$ cat src/rtl/dma_req_seq.sv
// rtl/dma_req_seq.sv - queued DMA command sequencer: FIFO of {dir,len}, launch/arm/transfer/interrupt FSM with timeout.
module dma_req_seq #(
    parameter int WIDTH = 8,
    parameter int DEPTH = 4,
    parameter int TMO   = 255
) (
    input  logic                     clk,
    input  logic                     arst_n,
    input  logic                     cmd_valid,
    output logic                     cmd_ready,
    input  logic                     cmd_dir,
    input  logic [WIDTH-1:0]         cmd_len,
    input  logic                     dma_busy,
    input  logic                     dma_int,
    output logic                     start,
    output logic                     ctrl_RD_en,
    output logic                     ctrl_WR_en,
    output logic [WIDTH-1:0]         data_len,
    output logic                     done,
    output logic                     err,
    output logic [$clog2(DEPTH):0]   pending
);

    localparam int AW = $clog2(DEPTH);
    localparam logic [15:0] TMO_LAST = 16'(TMO - 1);

    typedef enum logic [2:0] {
        S_IDLE,
        S_LAUNCH,
        S_ARM,
        S_XFER,
        S_WAIT_INT,
        S_DONE
    } state_t;

    state_t            state, state_n;
    logic [WIDTH:0]    mem [DEPTH];
    logic [AW:0]       wptr, rptr;
    logic              push, pop;
    logic              dir, dir_n;
    logic [WIDTH-1:0]  len, len_n;
    logic [WIDTH-1:0]  beat, beat_n;
    logic [15:0]       tmo_cnt, tmo_n;
    logic              tmo_err;

    // Pointers carry an extra wrap bit so full and empty are distinguishable.
    assign pending   = wptr - rptr;
    assign cmd_ready = (pending != (AW+1)'(DEPTH));
    assign push      = cmd_valid && cmd_ready;

    always_ff @(posedge clk) begin
        if (push) begin
            mem[wptr[AW-1:0]] <= {cmd_dir, cmd_len};
        end
    end

    always_comb begin
        state_n = state;
        pop     = 1'b0;
        dir_n   = dir;
        len_n   = len;
        beat_n  = beat;
        tmo_n   = tmo_cnt;
        tmo_err = 1'b0;
        case (state)
            S_IDLE: begin
                if (pending != '0) begin
                    pop     = 1'b1;
                    dir_n   = mem[rptr[AW-1:0]][WIDTH];
                    len_n   = mem[rptr[AW-1:0]][WIDTH-1:0];
                    state_n = S_LAUNCH;
                end
            end
            S_LAUNCH: begin
                tmo_n   = '0;
                state_n = S_ARM;
            end
            S_ARM: begin
                // A late handshake on the final timeout cycle still wins.
                if (dma_busy) begin
                    beat_n  = '0;
                    state_n = S_XFER;
                end else if (tmo_cnt == TMO_LAST) begin
                    tmo_err = 1'b1;
                    state_n = S_IDLE;
                end else begin
                    tmo_n = tmo_cnt + 16'd1;
                end
            end
            S_XFER: begin
                if (beat == len) begin
                    tmo_n   = '0;
                    state_n = S_WAIT_INT;
                end else begin
                    beat_n = beat + 1'b1;
                end
            end
            S_WAIT_INT: begin
                if (dma_int) begin
                    state_n = S_DONE;
                end else if (tmo_cnt == TMO_LAST) begin
                    tmo_err = 1'b1;
                    state_n = S_IDLE;
                end else begin
                    tmo_n = tmo_cnt + 16'd1;
                end
            end
            S_DONE: begin
                state_n = S_IDLE;
            end
            default: begin
                state_n = S_IDLE;
            end
        endcase
    end

    // Outputs are registered from next-state values so they line up with the state they describe.
    always_ff @(posedge clk or negedge arst_n) begin
        if (!arst_n) begin
            state      <= S_IDLE;
            wptr       <= '0;
            rptr       <= '0;
            dir        <= 1'b0;
            len        <= '0;
            beat       <= '0;
            tmo_cnt    <= '0;
            start      <= 1'b0;
            ctrl_RD_en <= 1'b0;
            ctrl_WR_en <= 1'b0;
            data_len   <= '0;
            done       <= 1'b0;
            err        <= 1'b0;
        end else begin
            state      <= state_n;
            if (push) wptr <= wptr + 1'b1;
            if (pop)  rptr <= rptr + 1'b1;
            dir        <= dir_n;
            len        <= len_n;
            beat       <= beat_n;
            tmo_cnt    <= tmo_n;
            start      <= (state_n == S_LAUNCH);
            ctrl_RD_en <= ((state_n == S_ARM) || (state_n == S_XFER)) && !dir_n;
            ctrl_WR_en <= ((state_n == S_ARM) || (state_n == S_XFER)) && dir_n;
            data_len   <= (state_n == S_IDLE) ? '0 : len_n;
            done       <= (state_n == S_DONE);
            err        <= tmo_err;
        end
    end

endmodule

$ cat config.mk
export PLATFORM = sky130hd
export DESIGN_NAME = dma_req_seq
export DESIGN_NICKNAME = d
export VERILOG_FILES = /design/src/rtl/dma_req_seq.sv
export SDC_FILE = /design/constraint.sdc
export NUM_CORES = 1
export LEC_CHECK = 0
export ABC_AREA = 1
export ABC_CLOCK_PERIOD_IN_PS = 6650
export BUFFER_PORTS_ARGS = -buffer_cell sky130_fd_sc_hd__buf_2
export CELL_PAD_IN_SITES_DETAIL_PLACEMENT = 1
export CELL_PAD_IN_SITES_GLOBAL_PLACEMENT = 2
export CORE_MARGIN = 5
export CORE_UTILIZATION = 40
export CTS_BUF_LIST = sky130_fd_sc_hd__clkbuf_4
export DETAILED_ROUTE_END_ITERATION = 6
export PLACE_DENSITY = 0.81
export SYNTH_ARGS = -nofsm -noshare
export SYNTH_HDL_FRONTEND = slang
export SYNTH_SLANG_ARGS = --single-unit
$ cat constraint.sdc
create_clock -name clk -period 6.65 [get_ports clk]
set_input_delay 0.665 -clock clk [delete_from_list [all_inputs] [get_ports clk]]
set_output_delay 0.665 -clock clk [all_outputs]
set_load 0.03 [all_outputs]
## Word level (Yosys, flattened, before mapping)

Memory sizes are Yosys's and may differ from the RTL's.
Index checks and enable logic that the tools add are counted.

- Input port bits: 14
- Register bits: 55
- Output and inout bits: 17
- Bits in writable memories: 36
- Memories: 1

- Add/sub/neg operators: 5
- Multiplexer cells: 27
- Reduce and logical (&&, ||, !) cells: 12
- Equality and inequality tests: 16

Memory list:

| memory | words | bits a word | read ports | clocked after memory_dff | wr ports | line | source |
|---|---|---|---|---|---|---|---|
| mem | 4 | 9 | 1 | 0 | 1 | 37 | `logic [WIDTH:0] mem [DEPTH];` |

Operators by type and width:

| operator | number |
|---|---|
| $mux 16 | 4 |
| $pmux 16 s4 | 1 |
| $mux 8 | 5 |
| $add 16x1->16 const B | 1 |
| $eq 16x8->1 const B | 1 |
| $pmux 8 s2 | 1 |
| $mux 3 | 5 |
| $pmux 3 s5 | 1 |
| $eq 3x2->1 const B | 4 |
| $ne 2x2->1 const B | 5 |
| $mux 1 | 9 |
| $add 8x1->8 const B | 1 |
| $eq 8x8->1 | 1 |
| $add 3x1->3 const B | 2 |
| $eq 3x1->1 const B | 2 |
| $eq 3x3->1 const B | 2 |
| $logic_not 3->1 | 2 |
| $reduce_and 4->1 | 1 |
| $reduce_bool 4->1 | 1 |
| $logic_and 1x1->1 | 3 |
| $ne 3x3->1 const B | 1 |
| $reduce_and 3->1 | 1 |
| $reduce_bool 3->1 | 1 |
| $sub 3x3->3 | 1 |
| other kinds (4) | 4 |

## Depth between registers and ports, before layout

- Depth in word-level cells: 7
- Gate-level depth with buffers: 12
- Gate-level depth less buffers: 12

## Least setup slack after synthesis

No wires, ideal clock.

- Path type: register to register
- Start point: register wptr[0]
- End point: memory mem[0][0] (netlist bit), enable pin
- Arrival time: 2308 ps
- Library setup time: 374 ps
- Setup slack: 3968 ps
- Stages on the path, launching flop included: 9
- Period minus slack after synthesis: 2682 ps
- Cell sequence: dfrtp_1 > inv_1 > ha_1 > fa_1 > nand3_1 > nand2_1 > nand2_1 > nand2_1 > nor2_1

- Word-level cells in the longest chain between the ends: 5

RTL lines:

| element | line | source |
|---|---|---|
| start: declaration | 38 | `logic [AW:0] wptr, rptr;` |
| start signal: assignment | 135 | `if (push) wptr <= wptr + 1'b1;` |
| $sub 3x3->3 | 47 | `assign pending = wptr - rptr;` |
| net pending[2] | 21 | `output logic [$clog2(DEPTH):0] pending` |
| $ne 3x3->1 | 48 | `assign cmd_ready = (pending != (AW+1)'(DEPTH));` |
| net cmd_ready | 10 | `output logic cmd_ready,` |
| $logic_and 1x1->1 | 49 | `assign push = cmd_valid && cmd_ready;` |
| $mux 1 | 52 | `if (push) begin` |
| $mux 1 (not written as such) | 53 | `mem[wptr[AW-1:0]] <= {cmd_dir, cmd_len};` |
| end: declaration | 37 |  |

The timed path passes the listed nets, and every way through them passes these cells.

## Final worst setup path

- Start point: register rptr[0]
- End point: output port cmd_ready

- Word-level cells in the longest chain between the ends: 2

RTL lines:

| element | line | source |
|---|---|---|
| start: declaration | 38 |  |
| start signal: assignment | 136 | `if (pop) rptr <= rptr + 1'b1;` |
| $sub 3x3->3 | 47 |  |
| $ne 3x3->1 | 48 |  |
| end: declaration | 10 |  |

No other way between the ends.

==> results.md <==
- The run finished with clean final reports.
- Summing every instance area after synthesis gives between 4000 and 5000 sq um.
- The ratio of cells with drive above 1 in the final layout is 0.1205.
- The average instance area after synthesis is 8.710 sq um.
- The site row count is 38.
- The peak fanout along the critical path is 21.
- The data arrival time of the worst path is approximately 2.4 ns.
- TritonCTS built the clock tree.
- The critical-path cell with the highest stage delay is sky130_fd_sc_hd__dfrtp_1.
- For the final database, setup skew stands at a little under 0.02 ns.
- The data required time of the worst path is 5.98 ns.
- Headroom to the max-slew limit came out at 0.4520.
- The actual transition at the worst max-transition pin is between 0.8 and 0.9 ns.
- The synthesis-to-layout area growth is 8.094%.
- The largest single stage delay on the critical path is 0.78 ns.
- The synthesized design contains 36 enable-type register cells.
- The standard cell area after detailed placement is between 4000 and 5000 sq um.
- The tree built by TritonCTS fans out to 91 sinks.
- The number of remaining DRC errors is 0.
- The share of the Yosys chip area taken by registers is 0.5425.
- The number of inserted diodes is 0.
- Counting along the longest clock path gives a buffer depth of 2.
- The weighted congestion at the end of routability-driven global placement is approximately 0.8.
- The count of buffers from port buffering is 30.
- Pin placement for this block handled 31 I/O pins.
- Power spread over the standard cell area amounts to between 400 and 500 nW/um^2.
- For this design the static power due to leakage is ~2.2 nW.
- The fraction of power consumed by sequential logic is 0.423.
- The maximum operating frequency is between 0.3 and 0.4 GHz.
- The number of buffers inserted to repair setup after CTS is 0.
- After technology mapping, the gate count stands at 520.
- The final layout contains 575 nets.
- In the finished design, the share of the clock period the worst path needs comes to 0.4568.
- TritonCTS created 9 clock buffers.
- During synthesis, Yosys emitted a total of 0 warnings.
- Counting stages on the worst path, the most repeated cell is sky130_fd_sc_hd__nand2_1.
- Dividing the detail-routed via count by the number of cells gives 4.757.
- Gates resized during post-CTS repair numbered 0.
- The element type at the critical path end is a primary output.
- The first global-routing pass estimated between 15 and 20 mm of wire.
- After floorplanning, the core was sized to cover 10980 sq um.
- The class of the most critical setup path is reg -> out.
- The number of global-route vias before repair is 3492.
- The distinct cell type count of the synthesized netlist is 29.
- Once detail routing completed, the nets flagged for antenna violations numbered 0.
- The signal on the critical path passes through ha_1 -> fa_1 -> nand2_1 -> inv_1 -> nand2_1 -> buf_2.
- The insertion delay to the later sink of the worst-skew pair is 0.46 ns.
- The initial core utilization is 0.4124.
- The relative contribution of combinational cells to total power is 0.448.
- Summed over all failing endpoints, the final setup total negative slack is 0 ns.
- The post-CTS clock slew at the launch and capture registers of the worst setup and hold paths is 0.15 ns.
- The die boundary height is 116.4 microns.
- The worst hold-check path type is in -> async.
- The HPWL after detailed placement is 7.663 mm.
- The internal power of the cells is 0.001105 W.
- Dividing the detail-routed wire length by the instance count gives 14.52 microns.
- The worst voltage drop across the vdd grid is between 0.2 and 0.25 mV.
- The maximum level of the CTS H-tree is 3.
- The count of max-cap constraint violations is 0.
- The flip-flop and latch count after synthesis is just over 90.
- The final route contains about 3300 vias.
- The number of antenna violations at the first check in global routing was 0.
- The proportion of register bits with asynchronous set or reset after synthesis is 0.6044.
- The cell area after layout is 4896 sq um.
- At the end of the flow the core is filled with cells to 0.4458.
- Global routing finished with a remaining overflow of 0.
- The number of search-and-repair iterations in the first detailed-routing pass is 4.
- Setup repair after global routing left no endpoint under its margin.
- The total die area is 13550 sq um.
- The startpoint type of the worst setup path is a flop.
- The hold violation total from the final report is 0.
- Entering global routing, the biggest net connects 56 pins.
- Summed over all nets, the switching power comes to 0.0009758 W.
- Of the total power, the share spent switching nets is 0.4689.
- After the first detailed-routing iteration, the DRC count stood at 86.
- The die width is roughly 120 microns.
- In this run, post-CTS hold repair placed 0 buffers.
- The synthesized netlist net count is 544.
- In the layout the commonest cells are sky130_fd_sc_hd__nand2_1 (112), sky130_fd_sc_hd__nor2_1 (99), sky130_fd_sc_hd__inv_1 (66), sky130_fd_sc_hd__dfrtp_1 (55), sky130_fd_sc_hd__edfxtp_1 (36).
- The all-layer global routing usage is 0.1688.
- The clock network power share is 0.129.
- After detailed routing, the total wire length is 10.11 mm.
- The number of slew-limit violations in the final report is 0.
- Setup violations remaining at the end of the flow were counted as 0.
- The root buffer cell chosen for the clock tree is sky130_fd_sc_hd__clkbuf_4.
- The most common cell after layout, fill and taps aside is sky130_fd_sc_hd__nand2_1.
- The most frequently used flop master after synthesis is sky130_fd_sc_hd__dfrtp_1.
- The routed design could run at a clock period as short as between 3 and 4 ns.
per-stage QoR:
step,power [W],std cells,hold slack [ns],setup WS (ns)
floorplan,0.001592,520,0.3694,3.968
global placement,0.001816,680,0.4935,3.911
detailed placement,0.001847,680,0.4998,3.742
CTS,0.002125,696,0.3146,3.565
global route,0.002284,696,0.3731,3.410
finish,0.002081,696,0.3171,3.613
Yosys cell counts (2+ instances only):
cell type	count	area, sq um
sky130_fd_sc_hd__nor3_1	6	30.03
sky130_fd_sc_hd__nand2_1	112	420.4
sky130_fd_sc_hd__nand2_2	2	12.51
sky130_fd_sc_hd__clkinv_1	2	7.510
sky130_fd_sc_hd__dfrtp_1	55	1376
sky130_fd_sc_hd__nor2_4	2	22.52
sky130_fd_sc_hd__edfxtp_1	36	1081
sky130_fd_sc_hd__xor2_1	21	183.9
sky130_fd_sc_hd__nand3_2	2	20.02
sky130_fd_sc_hd__o21ai_0	35	175.2
sky130_fd_sc_hd__nand3_1	28	140.1
sky130_fd_sc_hd__ha_1	9	112.6
sky130_fd_sc_hd__o21ai_1	5	25.02
sky130_fd_sc_hd__buf_2	6	30.03
sky130_fd_sc_hd__nor2_1	99	371.6
sky130_fd_sc_hd__nor2_2	4	25.02
sky130_fd_sc_hd__inv_2	4	15.01
sky130_fd_sc_hd__xnor2_1	6	52.55
sky130_fd_sc_hd__clkbuf_1	2	7.510
sky130_fd_sc_hd__nand4_1	3	18.77
sky130_fd_sc_hd__inv_1	66	247.7
sky130_fd_sc_hd__o21ai_2	5	43.79
sky130_fd_sc_hd__a21oi_1	3	15.01
sky130_fd_sc_hd__buf_8	2	30.03
logic make-up (layout without fill, tap and decap cells):
kind of cell	Yosys count	count (layout)	share of synthesized area
fa+ha+maj	10	10	0.02928
simple gates	261	261	0.2417
flops	91	91	0.5425
compound gates	48	48	0.05718
xor+xnor	27	27	0.05221
buf+inv	83	119	0.07707
registers in the layout, indices dropped and copies added, names as in the netlist, 3 cells and up:
register / count
tmo_cnt: 16
data_len: 8
wptr: 3
state: 3
mem: 36
beat: 8
len: 8
rptr: 3
power by group through the flow:
stage | combinational (W) | clock (W) | sequential (W)
2_1_floorplan | 0.000690 | 0 | 0.000902
3_3_place_gp | 0.000927 | 0 | 0.000889
3_5_place_dp | 0.000952 | 0 | 0.000895
4_1_cts | 0.000959 | 0.000283 | 0.000883
5_1_grt | 0.00107 | 0.000312 | 0.000905
6_report | 0.000933 | 0.000269 | 0.000879
worst max-delay path: cells and delay by family, from the launching register on:
family	cells	cell delay, ns
buffers and inverters	2	0.26
adders and majority gates	2	0.71
DFF	1	0.78
and+or+nand+nor	2	0.18
layout make-up:
class                           count  area [sq um]
Clock inverter                      5         30.03
Clock buffer                       11         82.58
Fill cell                        1324          6087
Tap cell                          140         175.2
Sequential cell                    91          2457
Inverter                           72         270.3
Multi-Input combinational cell    346          1723
Timing Repair Buffer               31         157.7
worst paths after layout:
check / startpoint / endpoint / cells past startpoint / slack (ns)
worst min-delay path: arst_n / tmo_cnt[9] / 2 / 0.32
min in group clk: cmd_len[0] / mem[1][0] / 1 / 0.43
worst min register to register: tmo_cnt[14] / tmo_cnt[14] / 2 / 0.53
max in group asynchronous: arst_n / beat[0] / 2 / 5.84
worst max register to register: rptr[0] / mem[1][3] / 7 / 3.75
worst max-delay path: rptr[0] / cmd_ready / 6 / 3.61
metal layers:
layer | vias up | track usage | routed length (microns)
li1 | 1694 | - | -
met1 | 1574 | 0.2220 | 4917
met2 | 32 | 0.2796 | 4771
met3 | 11 | 0.03005 | 258
met4 | 0 | 0.06265 | 162
met5 | - | 0 | 0
No activity file was read; power rests on OpenSTA's default activity.
